$ cat src/rtl/axi_w_router_pkg.sv
// Shared interconnect constants and the write-order entry type.
// No ports: provides data/address/ID widths, master and slave select encodings,
// and the {ssel, msel} entry stored by the W router order FIFO.
package axi_w_router_pkg;

  localparam int unsigned DATA_WIDTH = 32;
  localparam int unsigned ADDR_WIDTH = 32;
  localparam int unsigned ID_BITS    = 4;

  localparam int unsigned MSEL_W = 1;
  localparam int unsigned SSEL_W = 2;

  localparam logic [MSEL_W-1:0] MSEL_CPU  = 1'b0;
  localparam logic [MSEL_W-1:0] MSEL_DMAC = 1'b1;

  localparam logic [SSEL_W-1:0] SLV_0 = 2'd0;
  localparam logic [SSEL_W-1:0] SLV_1 = 2'd1;
  localparam logic [SSEL_W-1:0] SLV_2 = 2'd2;
  localparam logic [SSEL_W-1:0] SLV_3 = 2'd3;

  // One outstanding write: target slave and winning master, in AW issue order.
  typedef struct packed {
    logic [SSEL_W-1:0] ssel;
    logic [MSEL_W-1:0] msel;
  } w_order_t;

  localparam int unsigned ORDER_W = $bits(w_order_t);

endpackage

$ cat src/rtl/axi_w_router_if.sv
// W channel bundle between the two masters, the router and the slave ports.
// Signals: m0_W*/m1_W* (master side), s_W* packed arrays indexed by slave.
// Modports: master = the environment (masters drive W, slaves drive WREADY);
//           slave  = the router, which consumes master W and drives slave W.
interface axi_w_router_if
  import axi_w_router_pkg::*;
#(
  parameter int unsigned DATA_W  = DATA_WIDTH,
  parameter int unsigned NUM_SLV = 4
);

  localparam int unsigned STRB_W = DATA_W / 8;

  logic [DATA_W-1:0] m0_WDATA;
  logic [STRB_W-1:0] m0_WSTRB;
  logic              m0_WVALID;
  logic              m0_WLAST;
  logic              m0_WREADY;

  logic [DATA_W-1:0] m1_WDATA;
  logic [STRB_W-1:0] m1_WSTRB;
  logic              m1_WVALID;
  logic              m1_WLAST;
  logic              m1_WREADY;

  logic [NUM_SLV-1:0][DATA_W-1:0] s_WDATA;
  logic [NUM_SLV-1:0][STRB_W-1:0] s_WSTRB;
  logic [NUM_SLV-1:0]             s_WVALID;
  logic [NUM_SLV-1:0]             s_WLAST;
  logic [NUM_SLV-1:0]             s_WREADY;

  modport master (
    output m0_WDATA, m0_WSTRB, m0_WVALID, m0_WLAST,
    input  m0_WREADY,
    output m1_WDATA, m1_WSTRB, m1_WVALID, m1_WLAST,
    input  m1_WREADY,
    input  s_WDATA, s_WSTRB, s_WVALID, s_WLAST,
    output s_WREADY
  );

  modport slave (
    input  m0_WDATA, m0_WSTRB, m0_WVALID, m0_WLAST,
    output m0_WREADY,
    input  m1_WDATA, m1_WSTRB, m1_WVALID, m1_WLAST,
    output m1_WREADY,
    output s_WDATA, s_WSTRB, s_WVALID, s_WLAST,
    input  s_WREADY
  );

endinterface

$ cat src/rtl/axi_w_router_fifo.sv
// Write-order FIFO with occupancy count.
// Ports: clk_i/rst_i (async active-high), push_i/wdata_i write side,
// pop_i/rdata_c read side (rdata_c is the combinational head),
// full_o and count_o are registered.
// A push while full is honoured when a pop happens in the same cycle.
module axi_w_router_fifo #(
  parameter int unsigned DATA_W = 3,
  parameter int unsigned DEPTH  = 16
) (
  input  logic                       clk_i,
  input  logic                       rst_i,
  input  logic                       push_i,
  input  logic [DATA_W-1:0]          wdata_i,
  input  logic                       pop_i,
  output logic [DATA_W-1:0]          rdata_c,
  output logic                       full_o,
  output logic [$clog2(DEPTH):0]     count_o
);

  localparam int unsigned PTR_W = $clog2(DEPTH);
  localparam int unsigned CNT_W = PTR_W + 1;

  logic [DATA_W-1:0] mem_q [DEPTH];
  logic [DATA_W-1:0] mem_d [DEPTH];
  logic [PTR_W-1:0]  wr_ptr_q, wr_ptr_d;
  logic [PTR_W-1:0]  rd_ptr_q, rd_ptr_d;
  logic [CNT_W-1:0]  count_q, count_d;
  logic              full_q, full_d;
  logic              push_en, pop_en;

  // Pointer/count update; pop frees the slot first so push-when-full works.
  always_comb begin
    mem_d    = mem_q;
    wr_ptr_d = wr_ptr_q;
    rd_ptr_d = rd_ptr_q;
    pop_en   = pop_i && (count_q != '0);
    push_en  = push_i && (!full_q || pop_en);
    if (push_en) begin
      mem_d[wr_ptr_q] = wdata_i;
      wr_ptr_d        = wr_ptr_q + PTR_W'(1);
    end
    if (pop_en) begin
      rd_ptr_d = rd_ptr_q + PTR_W'(1);
    end
    count_d = count_q + CNT_W'(push_en) - CNT_W'(pop_en);
    full_d  = (count_d == CNT_W'(DEPTH));
  end

  always_ff @(posedge clk_i or posedge rst_i) begin
    if (rst_i) begin
      for (int i = 0; i < int'(DEPTH); i++) mem_q[i] <= '0;
      wr_ptr_q <= '0;
      rd_ptr_q <= '0;
      count_q  <= '0;
      full_q   <= 1'b0;
    end else begin
      mem_q    <= mem_d;
      wr_ptr_q <= wr_ptr_d;
      rd_ptr_q <= rd_ptr_d;
      count_q  <= count_d;
      full_q   <= full_d;
    end
  end

  assign rdata_c = mem_q[rd_ptr_q];
  assign full_o  = full_q;
  assign count_o = count_q;

endmodule

$ cat src/rtl/axi_w_router.sv
// AXI write-data router for the 2-master / 4-slave interconnect.
// Records {slave, master} of each accepted AW in issue order and steers that
// master's W burst to that slave, one burst (through WLAST) at a time.
// Ports: clk_i/rst_i (async active-high); aw_push_i/aw_msel_i/aw_ssel_i order
// capture, aw_full_o back to the AW arbiter; w_if W bundle (combinational path
// master<->slave); busy_o, beat_cnt_o, ovf_o registered status.
module axi_w_router
  import axi_w_router_pkg::*;
#(
  parameter int unsigned DATA_W  = DATA_WIDTH,
  parameter int unsigned DEPTH   = 16,
  parameter int unsigned NUM_SLV = 4
) (
  input  logic                       clk_i,
  input  logic                       rst_i,
  input  logic                       aw_push_i,
  input  logic [MSEL_W-1:0]          aw_msel_i,
  input  logic [$clog2(NUM_SLV)-1:0] aw_ssel_i,
  output logic                       aw_full_o,
  axi_w_router_if.slave              w_if,
  output logic                       busy_o,
  output logic [7:0]                 beat_cnt_o,
  output logic                       ovf_o
);

  localparam int unsigned STRB_W = DATA_W / 8;
  localparam int unsigned CNT_W  = $clog2(DEPTH) + 1;

  localparam logic [0:0] ST_IDLE   = 1'b0;
  localparam logic [0:0] ST_ACTIVE = 1'b1;

  logic [0:0]        state_q, state_d;
  logic [7:0]        beat_cnt_q, beat_cnt_d;
  logic              ovf_q, ovf_d;

  w_order_t          push_entry;
  w_order_t          head_c;
  logic              fifo_full;
  logic [CNT_W-1:0]  fifo_cnt;
  logic [CNT_W-1:0]  cnt_nxt;
  logic              push_ok;

  logic              route_en;
  logic [DATA_W-1:0] sel_wdata;
  logic [STRB_W-1:0] sel_wstrb;
  logic              sel_wvalid;
  logic              sel_wlast;
  logic              sel_wready;
  logic              beat_acc;
  logic              last_acc;

  assign push_entry.ssel = SSEL_W'(aw_ssel_i);
  assign push_entry.msel = aw_msel_i;

  axi_w_router_fifo #(
    .DATA_W (ORDER_W),
    .DEPTH  (DEPTH)
  ) u_order_fifo (
    .clk_i   (clk_i),
    .rst_i   (rst_i),
    .push_i  (push_ok),
    .wdata_i (push_entry),
    .pop_i   (last_acc),
    .rdata_c (head_c),
    .full_o  (fifo_full),
    .count_o (fifo_cnt)
  );

  // Route mux: head entry connects one master to one slave, everything else held off.
  always_comb begin
    route_en      = (state_q == ST_ACTIVE);
    sel_wdata     = (head_c.msel == MSEL_DMAC) ? w_if.m1_WDATA  : w_if.m0_WDATA;
    sel_wstrb     = (head_c.msel == MSEL_DMAC) ? w_if.m1_WSTRB  : w_if.m0_WSTRB;
    sel_wvalid    = (head_c.msel == MSEL_DMAC) ? w_if.m1_WVALID : w_if.m0_WVALID;
    sel_wlast     = (head_c.msel == MSEL_DMAC) ? w_if.m1_WLAST  : w_if.m0_WLAST;
    sel_wready    = w_if.s_WREADY[head_c.ssel];
    w_if.s_WDATA  = '0;
    w_if.s_WSTRB  = '0;
    w_if.s_WVALID = '0;
    w_if.s_WLAST  = '0;
    w_if.m0_WREADY = 1'b0;
    w_if.m1_WREADY = 1'b0;
    if (route_en) begin
      w_if.s_WDATA[head_c.ssel]  = sel_wdata;
      w_if.s_WSTRB[head_c.ssel]  = sel_wstrb;
      w_if.s_WVALID[head_c.ssel] = sel_wvalid;
      w_if.s_WLAST[head_c.ssel]  = sel_wlast;
      if (head_c.msel == MSEL_DMAC) w_if.m1_WREADY = sel_wready;
      else                          w_if.m0_WREADY = sel_wready;
    end
    beat_acc = route_en && sel_wvalid && sel_wready;
    last_acc = beat_acc && sel_wlast;
  end

  // FSM and status next-state; route stays live while any entry remains after this edge.
  always_comb begin
    state_d    = state_q;
    beat_cnt_d = beat_cnt_q;
    push_ok    = aw_push_i && (!fifo_full || last_acc);
    ovf_d      = ovf_q | (aw_push_i && !push_ok);
    cnt_nxt    = fifo_cnt + CNT_W'(push_ok) - CNT_W'(last_acc);
    case (state_q)
      ST_IDLE:   if (cnt_nxt != '0) state_d = ST_ACTIVE;
      ST_ACTIVE: if (last_acc && (cnt_nxt == '0)) state_d = ST_IDLE;
      default:   state_d = ST_IDLE;
    endcase
    if (last_acc) begin
      beat_cnt_d = 8'd0;
    end else if (beat_acc && (beat_cnt_q != 8'hFF)) begin
      beat_cnt_d = beat_cnt_q + 8'd1;
    end
  end

  always_ff @(posedge clk_i or posedge rst_i) begin
    if (rst_i) begin
      state_q    <= ST_IDLE;
      beat_cnt_q <= 8'd0;
      ovf_q      <= 1'b0;
    end else begin
      state_q    <= state_d;
      beat_cnt_q <= beat_cnt_d;
      ovf_q      <= ovf_d;
    end
  end

  assign busy_o     = (state_q == ST_ACTIVE);
  assign beat_cnt_o = beat_cnt_q;
  assign ovf_o      = ovf_q;
  assign aw_full_o  = fifo_full;

endmodule

$ cat src/flat_wrapper.sv
// flat-port wrapper written by rule: the top's interface ports become plain ports
module axi_w_router_flat import axi_w_router_pkg::*;
#(
  parameter int unsigned DATA_W  = DATA_WIDTH,
  parameter int unsigned DEPTH   = 16,
  parameter int unsigned NUM_SLV = 4
)
  (clk_i, rst_i, aw_push_i, aw_msel_i, aw_ssel_i, aw_full_o, busy_o, beat_cnt_o, ovf_o, w_if_m0_WDATA, w_if_m0_WSTRB, w_if_m0_WVALID, w_if_m0_WLAST, w_if_m0_WREADY, w_if_m1_WDATA, w_if_m1_WSTRB, w_if_m1_WVALID, w_if_m1_WLAST, w_if_m1_WREADY, w_if_s_WDATA, w_if_s_WSTRB, w_if_s_WVALID, w_if_s_WLAST, w_if_s_WREADY);
  axi_w_router_if #(.DATA_W(DATA_W), .NUM_SLV(NUM_SLV)) w_if_i ();
  input  logic clk_i;
  input  logic rst_i;
  input  logic aw_push_i;
  input  logic [MSEL_W-1:0] aw_msel_i;
  input  logic [$clog2(NUM_SLV)-1:0] aw_ssel_i;
  output logic aw_full_o;
  output logic busy_o;
  output logic [7:0] beat_cnt_o;
  output logic ovf_o;
  input wire logic [$bits(w_if_i.m0_WDATA)-1:0] w_if_m0_WDATA;
  input wire logic [$bits(w_if_i.m0_WSTRB)-1:0] w_if_m0_WSTRB;
  input wire logic [$bits(w_if_i.m0_WVALID)-1:0] w_if_m0_WVALID;
  input wire logic [$bits(w_if_i.m0_WLAST)-1:0] w_if_m0_WLAST;
  output wire logic [$bits(w_if_i.m0_WREADY)-1:0] w_if_m0_WREADY;
  input wire logic [$bits(w_if_i.m1_WDATA)-1:0] w_if_m1_WDATA;
  input wire logic [$bits(w_if_i.m1_WSTRB)-1:0] w_if_m1_WSTRB;
  input wire logic [$bits(w_if_i.m1_WVALID)-1:0] w_if_m1_WVALID;
  input wire logic [$bits(w_if_i.m1_WLAST)-1:0] w_if_m1_WLAST;
  output wire logic [$bits(w_if_i.m1_WREADY)-1:0] w_if_m1_WREADY;
  output wire logic [$bits(w_if_i.s_WDATA)-1:0] w_if_s_WDATA;
  output wire logic [$bits(w_if_i.s_WSTRB)-1:0] w_if_s_WSTRB;
  output wire logic [$bits(w_if_i.s_WVALID)-1:0] w_if_s_WVALID;
  output wire logic [$bits(w_if_i.s_WLAST)-1:0] w_if_s_WLAST;
  input wire logic [$bits(w_if_i.s_WREADY)-1:0] w_if_s_WREADY;
  assign w_if_i.m0_WDATA = w_if_m0_WDATA;
  assign w_if_i.m0_WSTRB = w_if_m0_WSTRB;
  assign w_if_i.m0_WVALID = w_if_m0_WVALID;
  assign w_if_i.m0_WLAST = w_if_m0_WLAST;
  assign w_if_m0_WREADY = w_if_i.m0_WREADY;
  assign w_if_i.m1_WDATA = w_if_m1_WDATA;
  assign w_if_i.m1_WSTRB = w_if_m1_WSTRB;
  assign w_if_i.m1_WVALID = w_if_m1_WVALID;
  assign w_if_i.m1_WLAST = w_if_m1_WLAST;
  assign w_if_m1_WREADY = w_if_i.m1_WREADY;
  assign w_if_s_WDATA = w_if_i.s_WDATA;
  assign w_if_s_WSTRB = w_if_i.s_WSTRB;
  assign w_if_s_WVALID = w_if_i.s_WVALID;
  assign w_if_s_WLAST = w_if_i.s_WLAST;
  assign w_if_i.s_WREADY = w_if_s_WREADY;
  axi_w_router #(.DATA_W(DATA_W), .DEPTH(DEPTH), .NUM_SLV(NUM_SLV)) u_core (.clk_i(clk_i), .rst_i(rst_i), .aw_push_i(aw_push_i), .aw_msel_i(aw_msel_i), .aw_ssel_i(aw_ssel_i), .aw_full_o(aw_full_o), .w_if(w_if_i), .busy_o(busy_o), .beat_cnt_o(beat_cnt_o), .ovf_o(ovf_o));
endmodule
$ cat config.mk
export PLATFORM = sky130hd
export DESIGN_NAME = axi_w_router_flat
export DESIGN_NICKNAME = d
export VERILOG_FILES = /design/src/rtl/axi_w_router_pkg.sv /design/src/rtl/axi_w_router_if.sv /design/src/rtl/axi_w_router_fifo.sv /design/src/rtl/axi_w_router.sv /design/src/flat_wrapper.sv
export SDC_FILE = /design/constraint.sdc
export NUM_CORES = 1
export LEC_CHECK = 0
export BUFFER_PORTS_ARGS = -buffer_cell sky130_fd_sc_hd__buf_2
export CORE_ASPECT_RATIO = 1.2
export CORE_UTILIZATION = 30
export DETAILED_ROUTE_END_ITERATION = 16
export SYNTH_ARGS = -nofsm -noshare
export SYNTH_HDL_FRONTEND = slang
export SYNTH_SLANG_ARGS = --single-unit
$ cat constraint.sdc
create_clock -name clk_i -period 4.5 [get_ports clk_i]
set_input_delay 0 -clock clk_i [delete_from_list [all_inputs] [get_ports clk_i]]
set_output_delay 0 -clock clk_i [all_outputs]
set_load 0.02 [all_outputs]
==> results of run 1 <==
-- timing repair --
item / CTS / global route
hold endpoints to repair: 72 / 0
hold buffers: 1 / 0
gates resized for setup: 0 / 1
setup endpoints to repair: 0 / 2
-- cells by family after synthesis --
| logic type | count (synthesis) |
|---|---|
| AOI/OAI and AO/OA | 79 |
| xor gates and xnor gates | 16 |
| adders and majority gates | 16 |
| buffers and inverters | 53 |
| DFF | 72 |
| muxes | 60 |
| and+or+nand+nor | 253 |
-- per-stage QoR --
step / area, µm² / setup slack (ns) / hold WS, ns / std cells / utilization, %
2_1_floorplan: 4910 / 0.5376 / 0.1590 / 549 / -
3_3_place_gp: 6345 / 0.3388 / 0.3365 / 979 / 40.09
3_5_place_dp: 6345 / 0.1892 / 0.3369 / 979 / 40.09
4_1_cts: 6676 / 0.1977 / 0.009025 / 996 / 42.18
5_1_grt: 6678 / 0.01404 / 0.03871 / 996 / 42.19
6_report: 6678 / 0.3291 / 0.02083 / 996 / 42.19
-- area by class of cell --
type                            instances  area (µm²)
Multi-Input combinational cell        424        2897
Timing Repair Buffer                  262        1344
Inverter                               14       52.55
Sequential cell                        72        1803
Clock inverter                          6       82.58
Fill cell                            1616        9150
Tap cell                              208       260.3
Clock buffer                           10       239.0
-- Yosys cell counts, types with 2 or more instances --
cell | count | area [µm²]
sky130_fd_sc_hd__o211ai_1 | 2 | 15.01
sky130_fd_sc_hd__nand2_1 | 22 | 82.58
sky130_fd_sc_hd__buf_1 | 5 | 18.77
sky130_fd_sc_hd__o21ai_4 | 2 | 32.53
sky130_fd_sc_hd__or2_2 | 2 | 12.51
sky130_fd_sc_hd__buf_4 | 2 | 15.01
sky130_fd_sc_hd__and3_1 | 5 | 31.28
sky130_fd_sc_hd__a221oi_1 | 2 | 17.52
sky130_fd_sc_hd__buf_2 | 8 | 40.04
sky130_fd_sc_hd__nand3_2 | 3 | 30.03
sky130_fd_sc_hd__a21o_1 | 3 | 22.52
sky130_fd_sc_hd__mux2_2 | 2 | 22.52
sky130_fd_sc_hd__ha_1 | 14 | 175.2
sky130_fd_sc_hd__dfrtp_1 | 72 | 1802
sky130_fd_sc_hd__and2_1 | 4 | 25.02
sky130_fd_sc_hd__o31ai_1 | 4 | 30.03
sky130_fd_sc_hd__o2bb2ai_1 | 49 | 429.2
sky130_fd_sc_hd__o21ai_0 | 5 | 25.02
sky130_fd_sc_hd__mux2i_1 | 44 | 440.4
sky130_fd_sc_hd__nand4_1 | 20 | 125.1
sky130_fd_sc_hd__xnor2_1 | 9 | 78.83
sky130_fd_sc_hd__nand2b_1 | 4 | 25.02
sky130_fd_sc_hd__inv_1 | 14 | 52.55
sky130_fd_sc_hd__fa_1 | 2 | 40.04
sky130_fd_sc_hd__mux4_2 | 12 | 270.3
sky130_fd_sc_hd__nor2b_1 | 6 | 37.54
sky130_fd_sc_hd__nor2_1 | 166 | 623.1
sky130_fd_sc_hd__nor4b_1 | 2 | 17.52
sky130_fd_sc_hd__a21oi_1 | 5 | 25.02
sky130_fd_sc_hd__nand3_1 | 15 | 75.07
sky130_fd_sc_hd__clkbuf_1 | 24 | 90.09
sky130_fd_sc_hd__xor2_1 | 7 | 61.31
-- state kept, by name, summed over array words and instances, names as in the netlist --
signal,flops
u_core.u_order_fifo.mem_q,48
u_core.beat_cnt_o,8
u_core.u_order_fifo.count_o,5
u_core.u_order_fifo.rd_ptr_q,4
u_core.u_order_fifo.wr_ptr_q,4
u_core.busy_o,1
u_core.ovf_o,1
u_core.u_order_fifo.full_o,1
-- critical path: cells and delay by family (launching register included) --
kind	cells	cell delay, ns
xor gates and xnor gates	1	0.12
AOI/OAI and AO/OA	3	0.33
muxes	3	1.31
adders and majority gates	2	0.57
and+or+nand+nor	7	1.12
buffers and inverters	2	0.12
DFF	1	0.47
-- per-layer routing --
metal,wire length (µm),up-vias
li1,-,2401
met1,7675,2440
met2,9167,226
met3,1294,24
met4,342,0
met5,0,-
-- worst paths after layout --
check	startpoint	endpoint	slack, ns	cells after the start
max	u_core.u_order_fifo.rd_ptr_q[3]$_DFFE_PP0P_	u_core.busy_o$_DFF_PP0_	0.33	18
min	aw_ssel_i[1]	u_core.u_order_fifo.mem_q[2]$_DFFE_PP0P_	0.02	3
max reg2reg	u_core.u_order_fifo.rd_ptr_q[3]$_DFFE_PP0P_	u_core.busy_o$_DFF_PP0_	0.33	18
min reg2reg	u_core.ovf_o$_DFF_PP0_	u_core.ovf_o$_DFF_PP0_	0.49	1
max in group asynchronous	rst_i	u_core.u_order_fifo.rd_ptr_q[3]$_DFFE_PP0P_	3.33	4
min in group asynchronous	rst_i	u_core.u_order_fifo.count_o[2]$_DFF_PP0_	0.50	4
==> impl_metrics.py, run 1 <==
metrics = {
    "route": {
        "drt_iter0_markers": 440,
        "detail_route.vias_per_cell": 5.111,
        "route.antenna.remaining_nets": 0,
        "via_count": 5091,
        "detail_route.wirelength_um": 18480,
        "drt_pass1_iterations": 4,
        "avgRoutedWirePerCell_um": 18.55,
        "drcViolationCount": 0,
    },
    "clock_network": {
        "cts_tree": "done",
        "clock-root-buffer": "sky130_fd_sc_hd__clkbuf_16",
        "worstSkewPairLatency_ns": 0.34,
        "htree_num_levels": 3,
        "cts.clk_slew.worst_paths_ns": 0.06,
        "cts_setup_buffers": 0,
        "cts_num_sinks": 72,
        "cts_buffers": 9,
        "clock_path_buffers": 2,
    },
    "logic_synthesis": {
        "synthSimpleGateAreaFrac_pct": 22.94,
        "yosys_most_used_dff": "sky130_fd_sc_hd__dfrtp_1",
        "synth_compound_gate_area_share_pct": 13.28,
        "synth_cell_type_count": 45,
        "synthMuxAreaShare_pct": 15.44,
        "netlist_instances": 549,
        "synthArstFlopShare_pct": 100.0,
        "edff_count_synth": 0,
        "synth.ff_latch_count": 72,
        "synth_adder_area_share_pct": 4.383,
        "fraction_of_synthesized_cell_area_in_xor_and_xnor_cells_pct": 2.854,
        "synth-warning-count": 0,
        "synthesis.area_per_instance_um2": 8.943,
        "post_synth_instance_area_um2": 4910,
        "synth_top_family_by_area": "simple AND/OR/NAND/NOR gates",
        "synth_sequential_area_ratio_pct": 36.70,
        "synthesis.nets": 651,
    },
    "timing": {
        "setup_viol_count_final": 0,
        "final.setup_skew_ns": 0.005462,
        "finalHoldViolCount": 0,
        "max-slew-margin-rel_pct": 34.05,
        "timing.final.max_slew_violations": 0,
        "finalCritPeriodShare_pct": 92.69,
        "final.setup.tns_ns": 0,
        "final_period_minus_worst_setup_slack_ns": 4.171,
        "worst_margin_pin_slew_ns": 0.9869,
        "rsz0062_at_grt": "false",
        "max_freq_mhz": 239.8,
    },
    "critical_path": {
        "crit_path_end_kind": "flip-flop",
        "crit_fanout": 7,
        "cp_slowest_cell": "sky130_fd_sc_hd__mux4_2",
        "crit_chain": "mux4_2 -> mux4_2 -> mux2i_1 -> nand3_1 -> and2_1 -> nand2_1 -> nor2_1 -> o21ai_1 -> ha_1 -> inv_1 -> fa_1 -> inv_1 -> a21oi_1 -> nor2_1 -> nor2_1 -> xnor2_1 -> nor4b_1 -> o211ai_1",
        "worst_ep_required_time_ns": 4.70,
        "library_cell_appearing_most_often_on_the_critical_path": "sky130_fd_sc_hd__nor2_1",
        "timing_worst_setup_path_type": "reg -> reg",
        "cp.arrival_ns": 4.37,
        "worst_setup_path_start_kind": "flip-flop",
        "cp_slowest_stage_delay_ns": 0.57,
    },
    "die": {
        "fp-row-count": 50,
        "boundaryPins": 251,
        "die_width_um": 118.8,
        "area_of_the_die_um2": 16880,
        "core_area_um2": 15830,
        "floorplan.initialDensity_pct": 31.02,
        "fp.dieH_um": 142.1,
    },
    "cells_and_area": {
        "nets": 885,
        "drive_gt1_share_pct": 38.58,
        "layout_common_cells": "sky130_fd_sc_hd__buf_2 (250), sky130_fd_sc_hd__nor2_1 (166), sky130_fd_sc_hd__dfrtp_1 (71)",
        "areaGrowthSynthToFinish_pct": 36.01,
        "antenna-diode-count": 0,
        "layout_commonest_cell": "sky130_fd_sc_hd__buf_2",
    },
    "worst_hold_path": {
        "min_path_type": "in -> reg",
    },
    "grt": {
        "grt.met1_usage_pct": 28.03,
        "globalRoute.totalOverflow": 0,
        "top_usage_layer": "met2",
        "number_of_antenna_violations_at_the_first_check_in_global_routing": 0,
        "grt_max_degree": 73,
        "met3_grt_util_pct": 3.085,
        "first_global_vias": 4723,
        "met2_usage_pct": 37.06,
        "grt.total_usage_pct": 21.70,
        "grt_first_pass_wirelength_um": 27680,
    },
    "job": {
        "max_cap_viol_count": 0,
    },
    "placed_design": {
        "routabilityCongestion": 0.8525,
        "dpl.hpwl_um": 14420,
        "io_buffers": 250,
    },
    "status": {
        "run_status": "finished clean",
    },
}
Power of run 1 is not shown: default switching activity piles up to over one toggle a cycle in this logic, so the estimate is an artifact.
==> run 2, diff against run 1 <==
- PLACE_DENSITY: not set -> 0.59
==> run 2 against run 1 <==
Global-route usage shrank 0.14 points. Critical endpoint is now u_core.u_order_fifo.full_o$_DFF_PP0_. Setup slack improved by 0.018 ns. Hold slack better by 0.0026 ns. Critical path depth fell by 2. Register-to-register slack improved by 0.02 ns. Final area increased by 1.1%. Wire length rose by 0.62%. Non-clock buffer count down 1. Utilization increased by 0.45 points. Fmax grew 0.44%. Cell count decreased by 0.10%.
==> impl_metrics.py, run 2 (same netlist as run 1, synthesis figures left out) <==
metrics = {
    "timing": {
        "worst_margin_pin_slew_ns": 1.014,
        "max-slew-margin-rel_pct": 32.29,
        "max_freq_mhz": 240.8,
        "final_period_minus_worst_setup_slack_ns": 4.153,
        "finalCritPeriodShare_pct": 92.28,
        "rsz0062_at_grt": "false",
        "final.setup.tns_ns": 0,
        "setup_viol_count_final": 0,
        "timing.final.max_slew_violations": 0,
        "finalHoldViolCount": 0,
        "final.setup_skew_ns": 0.006216,
    },
    "cells_and_area": {
        "nFillCells": 1599,
        "max_flop_register": "u_core.u_order_fifo.mem_q",
        "drive_gt1_share_pct": 38.88,
        "max_reg_flops": 48,
        "areaGrowthSynthToFinish_pct": 37.46,
        "nets": 884,
        "layout_common_cells": "sky130_fd_sc_hd__buf_2 (250), sky130_fd_sc_hd__nor2_1 (166), sky130_fd_sc_hd__dfrtp_1 (70)",
        "layout_commonest_cell": "sky130_fd_sc_hd__buf_2",
        "antenna-diode-count": 0,
    },
    "critical_path": {
        "r2r-start": "u_core.u_order_fifo.rd_ptr_q[0]$_DFFE_PP0P_",
        "worst_ep_required_time_ns": 4.73,
        "critical_path.startpoint": "u_core.u_order_fifo.rd_ptr_q[0]$_DFFE_PP0P_",
        "crit_path_end_kind": "flip-flop",
        "ff2ff_path_depth": 16,
        "r2r_end": "u_core.u_order_fifo.full_o$_DFF_PP0_",
        "crit_fanout": 13,
        "worst-r2r-setup-slack_ns": 0.35,
        "timing_worst_setup_path_type": "reg -> reg",
        "cp.arrival_ns": 4.39,
        "crit_chain": "buf_4 -> mux4_2 -> mux4_2 -> o21ai_4 -> nand4_4 -> o21ai_4 -> nand2_1 -> ha_1 -> inv_1 -> ha_1 -> fa_1 -> a21oi_1 -> o21bai_1 -> xor2_1 -> nand2b_1 -> nor4_1",
        "worst_setup_path_start_kind": "flip-flop",
        "cp_slowest_cell": "sky130_fd_sc_hd__mux4_2",
        "cp_slowest_stage_delay_ns": 0.63,
        "worst_setup_path_endpoint": "u_core.u_order_fifo.full_o$_DFF_PP0_",
    },
    "placed_design": {
        "dpl.hpwl_um": 14530,
        "routabilityCongestion": 0.8646,
        "io_buffers": 250,
    },
    "grt": {
        "grt_max_degree": 48,
        "grt_first_pass_wirelength_um": 27440,
        "globalRoute.totalOverflow": 0,
        "number_of_antenna_violations_at_the_first_check_in_global_routing": 0,
        "grt.total_usage_pct": 21.57,
        "first_global_vias": 4681,
    },
    "clock_network": {
        "clock-root-buffer": "sky130_fd_sc_hd__clkbuf_16",
        "worstSkewPairLatency_ns": 0.34,
        "cts.clk_slew.worst_paths_ns": 0.06,
        "htree_num_levels": 3,
        "cts_buffers": 9,
        "clock_path_buffers": 2,
        "cts_tree": "done",
        "cts_num_sinks": 72,
    },
    "job": {
        "max_cap_viol_count": 0,
    },
    "die": {
        "boundaryPins": 251,
        "floorplan.initialDensity_pct": 31.02,
        "area_of_the_die_um2": 16880,
        "core_area_um2": 15830,
        "die_width_um": 118.8,
        "fp.dieH_um": 142.1,
        "fp-row-count": 50,
    },
    "route": {
        "drt_iter0_markers": 346,
        "avgRoutedWirePerCell_um": 18.69,
        "detail_route.wirelength_um": 18590,
        "detail_route.vias_per_cell": 5.094,
        "drt_pass1_iterations": 5,
        "via_count": 5069,
        "drcViolationCount": 0,
        "route.antenna.remaining_nets": 0,
    },
    "worst_hold_path": {
        "timing.hold.worst.start": "aw_ssel_i[1]",
        "min_path_type": "in -> reg",
        "holdPathStages": 3,
    },
    "status": {
        "run_status": "finished clean",
    },
}
[run 2: worst max-delay path: cells and delay by family, from the launching register on]
| family | cells | cell delay (ns) |
|---|---|---|
| xor gates and xnor gates | 1 | 0.19 |
| and+or+nand+nor | 4 | 0.54 |
| buffers and inverters | 2 | 0.30 |
| adders and majority gates | 3 | 0.93 |
| DFF | 1 | 0.43 |
| muxes | 2 | 0.95 |
| AOI/OAI and AO/OA | 4 | 0.70 |
[run 2: what timing repair did]
item                       CTS  global route
gates resized for setup      0             3
setup endpoints to repair    0             1
hold buffers                 1             0
hold endpoints to repair    46             0
setup buffers                0             1
[run 2: worst min-delay path by stage]
stage / endpoint / slack [ns]
2_1_floorplan: u_core.u_order_fifo.mem_q[12]$_DFFE_PP0P_ / 0.16
3_3_place_gp: u_core.ovf_o$_DFF_PP0_ / 0.30
3_5_place_dp: u_core.beat_cnt_o[3]$_DFFE_PP0P_ / 0.30
4_1_cts: u_core.u_order_fifo.mem_q[14]$_DFFE_PP0P_ / 0.02
5_1_grt: u_core.u_order_fifo.mem_q[12]$_DFFE_PP0P_ / 0.04
6_report: u_core.u_order_fifo.mem_q[14]$_DFFE_PP0P_ / 0.02
[run 2: area by class of cell]
class / instances / area [µm²] / area share, %
Clock inverter: 7 / 166.4 / 2.466
Timing Repair Buffer: 261 / 1336 / 19.80
Sequential cell: 72 / 1804 / 26.73
Tap cell: 208 / 260.3 / 3.856
Clock buffer: 9 / 225.2 / 3.337
Multi-Input combinational cell: 424 / 2904 / 43.03
Inverter: 14 / 52.55 / 0.7786
[run 2: through the flow]
step                hold slack (ns)  std cells  cell area, µm²  util [%]  worst slack [ns]
global route                0.03731        995            6749     42.64           0.01442
floorplan                    0.1590        549            4910         -            0.5376
CTS                         0.02223        994            6736     42.56            0.1872
detailed placement           0.2977        977            6335     40.02            0.2022
finish                      0.02339        995            6749     42.64            0.3473
global placement             0.2973        977            6335     40.02            0.3680
[run 2: metal layers]
layer	global-route usage, %	vias to the layer above	share of wire (%)
li1	-	2407	-
met1	25.86	2390	41
met2	37.30	231	49
met3	5.729	41	7.4
met4	7.328	0	2.5
met5	0	-	0
Power of run 2 is left out for the same reason.
